### src/rtl/serial_adder.sv
// Digit-serial adder: sum = a + b + cin over WIDTH bits, DIGIT bits per clock.
// Optional `SERIAL_ADDER_OVF_EN adds a registered signed-overflow output ovf.
module serial_adder #(
    parameter int WIDTH = 8,
    parameter int DIGIT = 1
) (
    input  logic             clk,
    input  logic             rst,
    input  logic             start,
    input  logic [WIDTH-1:0] a,
    input  logic [WIDTH-1:0] b,
    input  logic             cin,
    output logic             busy,
    output logic             done,
    output logic [WIDTH-1:0] sum,
    output logic             cout
`ifdef SERIAL_ADDER_OVF_EN
    ,
    output logic             ovf
`endif
);

    localparam int NUM = WIDTH / DIGIT;
    localparam int CW  = (NUM > 1) ? $clog2(NUM) : 1;

    typedef enum logic [1:0] {
        S_IDLE,
        S_BUSY,
        S_DONE
    } state_t;

    state_t           state_q;
    logic [WIDTH-1:0] a_q;
    logic [WIDTH-1:0] b_q;
    logic [WIDTH-1:0] res_q;
    logic [WIDTH-1:0] res_d;
    logic             carry_q;
    logic [CW-1:0]    cnt_q;
    logic             busy_q;
    logic             done_q;
    logic [WIDTH-1:0] sum_q;
    logic             cout_q;
    logic [DIGIT:0]   digit_w;
    logic [DIGIT-1:0] s_w;
    logic             c_w;
    logic             last_w;

    assign digit_w = {1'b0, a_q[DIGIT-1:0]}
                   + {1'b0, b_q[DIGIT-1:0]}
                   + {{DIGIT{1'b0}}, carry_q};
    assign s_w     = digit_w[DIGIT-1:0];
    assign c_w     = digit_w[DIGIT];
    assign last_w  = (cnt_q == CW'(NUM - 1));

    // New digit enters at the top so after NUM cycles it sits in place.
    assign res_d = (res_q >> DIGIT) | (WIDTH'(s_w) << (WIDTH - DIGIT));

`ifdef SERIAL_ADDER_OVF_EN
    logic ovf_q;
    logic cmsb_w;
    assign cmsb_w = a_q[DIGIT-1] ^ b_q[DIGIT-1] ^ s_w[DIGIT-1];
    assign ovf    = ovf_q;
`endif

    always_ff @(posedge clk or posedge rst) begin
        if (rst) begin
            state_q <= S_IDLE;
            a_q     <= '0;
            b_q     <= '0;
            res_q   <= '0;
            carry_q <= 1'b0;
            cnt_q   <= '0;
            busy_q  <= 1'b0;
            done_q  <= 1'b0;
            sum_q   <= '0;
            cout_q  <= 1'b0;
`ifdef SERIAL_ADDER_OVF_EN
            ovf_q   <= 1'b0;
`endif
        end else begin
            done_q <= 1'b0;
            unique case (state_q)
                S_BUSY: begin
                    a_q     <= a_q >> DIGIT;
                    b_q     <= b_q >> DIGIT;
                    res_q   <= res_d;
                    carry_q <= c_w;
                    cnt_q   <= cnt_q + CW'(1);
                    if (last_w) begin
                        state_q <= S_DONE;
                        busy_q  <= 1'b0;
                        done_q  <= 1'b1;
                        sum_q   <= res_d;
                        cout_q  <= c_w;
`ifdef SERIAL_ADDER_OVF_EN
                        ovf_q   <= cmsb_w ^ c_w;
`endif
                    end
                end
                S_IDLE, S_DONE: begin
                    if (start) begin
                        state_q <= S_BUSY;
                        a_q     <= a;
                        b_q     <= b;
                        res_q   <= '0;
                        carry_q <= cin;
                        cnt_q   <= '0;
                        busy_q  <= 1'b1;
                    end else begin
                        state_q <= S_IDLE;
                    end
                end
                default: begin
                    state_q <= S_IDLE;
                    busy_q  <= 1'b0;
                end
            endcase
        end
    end

    assign busy = busy_q;
    assign done = done_q;
    assign sum  = sum_q;
    assign cout = cout_q;

endmodule

### config.mk
export PLATFORM = sky130hd
export DESIGN_NAME = serial_adder
export DESIGN_NICKNAME = d
export VERILOG_FILES = /design/src/rtl/serial_adder.sv
export SDC_FILE = /design/constraint.sdc
export NUM_CORES = 1
export LEC_CHECK = 0
export CELL_PAD_IN_SITES_DETAIL_PLACEMENT = 1
export CELL_PAD_IN_SITES_GLOBAL_PLACEMENT = 1
export CORE_ASPECT_RATIO = 1.25
export CORE_MARGIN = 1
export CORE_UTILIZATION = 30
export CTS_CLUSTER_SIZE = 20
export DETAILED_ROUTE_END_ITERATION = 10
export PLACE_DENSITY_LB_ADDON = 0.1
export SYNTH_ARGS = -nofsm -noshare
export SYNTH_HDL_FRONTEND = slang
export SYNTH_SLANG_ARGS = --single-unit
### constraint.sdc
create_clock -name clk -period 1.5 [get_ports clk]
set_clock_uncertainty 0.2 [all_clocks]
set_input_delay 0.375 -clock clk [delete_from_list [all_inputs] [get_ports clk]]
set_output_delay 0.375 -clock clk [all_outputs]
set_load 0.02 [all_outputs]
* Word-level counts from Yosys, hierarchy flattened
Cells that the tools add are included. Widths: inputs -> output; s select.
Word-level totals: register bits after elaboration 41, bits of input ports 20, output and inout port bits 11, logic and storage cells 43
Cells by class: add/subtract/negate cells 3, eq/ne operators 5, multiplexer cells 18, bitwise gates (word level) 1, reduce and logical (&&, ||, !) cells 6
Operator list (number):
- $pmux 8 s2 | 3
- $mux 8 | 3
- $or 7x8->8 | 1
- $mux 1 | 6
- $pmux 3 s2 | 1
- $reduce_and 2->1 | 3
- $ne 2x2->1 const B | 2
- $pmux 1 s2 | 2
- $pmux 2 s2 | 1
- $add 3x1->3 const B | 1
- $eq 3x3->1 const B | 1
- $mux 3 | 1
- $add 1x1->2 | 1
- $add 2x1->2 | 1
- $eq 2x1->1 const B | 1
- $eq 2x2->1 const B | 1
- $logic_not 2->1 | 1
- $mux 2 | 1
- $reduce_bool 2->1 | 1
- $reduce_or 2->1 | 1

* Longest topological paths before layout
depth in word-level cells 4, mapped depth 6, gate-level depth less buffers 5

* Worst setup path after synthesis
OpenSTA, ideal clock, no wires.
path type register -> register, start point reg cnt_q[0], end point reg cnt_q[2], library setup time 121 ps, arrival 1271 ps, required time 1179 ps, path slack -92 ps, cell stages (with the launch flop) 5, path buffers 0, period minus slack after synthesis 1592 ps, cell sequence dfrtp_1 -> ha_1 -> ha_1 -> mux2_2 -> a22o_1
On the way: longest elaborated chain between the ends 2
RTL lines:
- start: declaration | RTL line 38 | logic [CW-1:0] cnt_q;
- start signal: assignment | RTL line 88 | cnt_q <= cnt_q + CW'(1);
- $add 3x1->3 | RTL line 88
- $pmux 3 s2 | RTL line 82 | unique case (state_q)
Every way passes these cells. A chain may end at the register's enable or synchronous reset.

* Worst setup path in the final report
start point reg a_q[0], end point reg res_q[7]
On the way: longest elaborated chain between the ends 4
RTL lines:
- start: declaration | RTL line 33 | logic [WIDTH-1:0] a_q;
- start signal: assignment | RTL line 84 | a_q <= a_q >> DIGIT;
- $add 1x1->2 | RTL line 49 | + {1'b0, b_q[DIGIT-1:0]}
- $add 2x1->2 | RTL line 50 | + {{DIGIT{1'b0}}, carry_q};
- net digit_w[0] | RTL line 43 | logic [DIGIT:0] digit_w;
- $or 7x8->8 | RTL line 56 | assign res_d = (res_q >> DIGIT) | (WIDTH'(s_w) << (WIDTH - DIGIT));
- $pmux 8 s2 | RTL line 82
- end signal: assignment | RTL line 86 | res_q <= res_d;
- end: declaration | RTL line 35 | logic [WIDTH-1:0] res_q;
The timed path passes the listed nets, and every way through them passes these cells.

==> results.cfg <==
[status]
status = complete, but fails checks
violations = negative setup slack

[yosys]
synthDistinctLibCells = 25
syn_inst = 176
async_flop_share_pct = 100.0
synth_edf_count = 0
ys_seq_area_share_pct = 49.81
synth_nets = 199
synth-seq-cells = 40
ys_warn_count = 0
syn_avg_cell_area_um2 = 11.42
ys.flop_type = dfrtp_1
post_synth_instance_area_um2 = 2009

[clock_network]
cts_buffers = 5
cts.hold.buffers_added = 0
cts_tree = done
clock_latency_ns = 0.29
clk_pin_slew_ns = 0.08
clk_path_buf_depth = 2
numClockSinks = 40
root_buffer = clkbuf_8
htreeDepth = 2

[route]
drtAntennaViolNets = 0
via_per_inst = 4.764
drt_iter0_drc = 23
drc = 0
wl_per_cell_um = 14.85
drt-pass1-iter-count = 4
drt_wl_total_um = 4647
vias = 1491

[cells_and_area]
n_antenna_cell = 0
layout_commonest_cell = dfrtp_1
final_nets = 248
drive_gt1_share_pct = 31.42
final_area_um2 = 2723
fin_cells = 313
area_growth_pct = 35.49
layout_common_cells = dfrtp_1, clkdlybuf4s50_1, mux2i_1, buf_4, nor2b_1

[global_routing]
grt_usage_pct = 14.69
grt_max_degree = 41
antenna_found_initial = 0
grt_pass1_vias = 1566
grt_pass1_wl_um = 7672
grt-ovfl-total = 0

[timing]
maxSlewHeadroom_pct = 82.90
post-route-period-util_pct = 108.0
layout_setup_ws_ns = -0.1207
final_max_slew_viol_count = 0
clock.fmax_mhz = 617.0
worst_pin_slew_ns = 0.2550
finalCriticalPeriod_ns = 1.621
hold_viol_final = 0
setup_viol = 9
rsz0062_at_grt = true

[critical_path]
cp.required_ns = 1.48
end_kind = flop
cp.arrival_ns = 1.61
worstSetupPathType = reg -> reg
start_kind = flop
cp_max_fo = 2

[power]
p_leak_nw = 1.177
power_switching_mw = 1.859
swShare_pct = 35.17
p_clk_share_pct = 16.7
seq_power_share_pct = 36.1
internal-power_mw = 3.427
max-vdd-ir-drop_mv = 0.6317
share_comb_of_total_power_pct = 47.2
p_per_area_nw_per_um2 = 1942

[floorplanning]
io-pin-count = 31
dieArea_um2 = 7031
rows = 33
initial_core_util_pct = 30.80
die_w_um = 75.20
core_area_um2 = 6524
die_y_um = 93.50

[place]
place_area_um2 = 2500
port_buffers = 30
gp_congestion = 0.7330
hpwlAfterDp_um = 3068
dp.cells = 297

[hold_path]
min_path_type = in -> async

[run]
max_cap_violations = 0
-- Yosys cell counts, types with 2 or more instances --
| master | n | share of area [%] |
|---|---|---|
| dfrtp_1 | 40 | 50 |
| mux2_2 | 18 | 10 |
| mux2i_1 | 17 | 8.5 |
| nor2b_1 | 16 | 5.0 |
| a211oi_1 | 15 | 5.6 |
| a21oi_1 | 15 | 3.7 |
| o21ai_0 | 9 | 2.2 |
| nand2_1 | 8 | 1.5 |
| nand2b_1 | 7 | 2.2 |
| buf_2 | 5 | 1.2 |
| nor2_1 | 4 | 0.75 |
| buf_6 | 3 | 1.7 |
| clkbuf_1 | 3 | 0.56 |
| a22o_1 | 2 | 0.87 |
| ha_1 | 2 | 1.2 |
| inv_1 | 2 | 0.37 |
| nand3_1 | 2 | 0.50 |
-- kinds of logic after synthesis --
kind of cell	after synthesis	synth area share (%)
AO/OA/AOI/OAI	43	13.08
flip-flops	40	49.81
AND/OR/NAND/NOR	39	11.15
multiplexers	35	18.56
buffers and inverters	16	5.168
adder cells (fa/ha/maj)	3	2.241
-- through the flow --
step | worst slack, ns | utilization (%) | hold WS, ns | total power [mW] | setup TNS [ns]
after detailed placement | -0.4582 | 38.32 | 0.2926 | 4.171 | -8.728
after floorplan | -0.06016 | - | 0.2768 | 3.324 | -0.08930
after CTS | -0.1335 | 40.47 | 0.2477 | 5.144 | -1.349
after global placement | -0.3898 | 38.32 | 0.2881 | 4.032 | -7.327
final | -0.1207 | 41.73 | 0.2429 | 5.286 | -0.4719
after global routing | -0.1532 | 41.73 | 0.2723 | 5.664 | -0.8589
-- state kept, by name (all words and copies together), names as in the netlist --
signal / flops
done: 1
cnt_q: 3
b_q: 8
res_q: 7
a_q: 8
cout: 1
sum: 8
state_q: 2
carry_q: 1
busy: 1
-- power by group through the flow --
stage                     clock [mW]  sequential, mW  combinational [mW]
after floorplan                    0            1.95                1.37
after global placement             0            1.90                2.13
after detailed placement           0            1.93                2.24
after global routing           0.952            1.97                2.74
after CTS                      0.924            1.93                2.29
final                          0.884            1.91                2.49
-- critical path, cell delays in order (launching register included) --
cell	delay, ns
dfrtp_1	0.41
fa_1	0.51
mux2_4	0.28
nand2_2	0.06
o21ai_1	0.05
-- metal layers --
layer	routed length (um)	GRT usage, %
met4	54	5.093
met5	0	0
met2	2491	26.28
met1	1987	17.02
met3	114	2.909
-- worst paths after layout --
check	start	slack, ns	cells past startpoint	end
min in group clk	sum[4]	0.31	1	sum[4]
max in group asynchronous	rst	0.65	3	state_q[1]
setup reg to reg	a_q[0]	-0.12	4	res_q[7]
hold / removal	rst	0.24	3	b_q[6]
setup / recovery	a_q[0]	-0.12	4	res_q[7]
hold reg to reg	sum[4]	0.31	1	sum[4]
-- final cells by class --
type	count	area, um2
clock buffer	5	68.82
clock inverter	3	42.54
fill	746	3801
inverter	3	13.76
multi-input combinational	121	992.2
sequential	40	1003
tap	87	108.9
timing repair buffer	54	493.0
-- repair_timing --
action                                  4_1_cts  5_1_grt
cloned                                        1        0
buffers inserted                              1        6
endpoints found under the setup margin       43       33
pin swaps                                     1        3
gates resized for setup                      60        8
No activity file was read; power rests on OpenSTA's default activity.
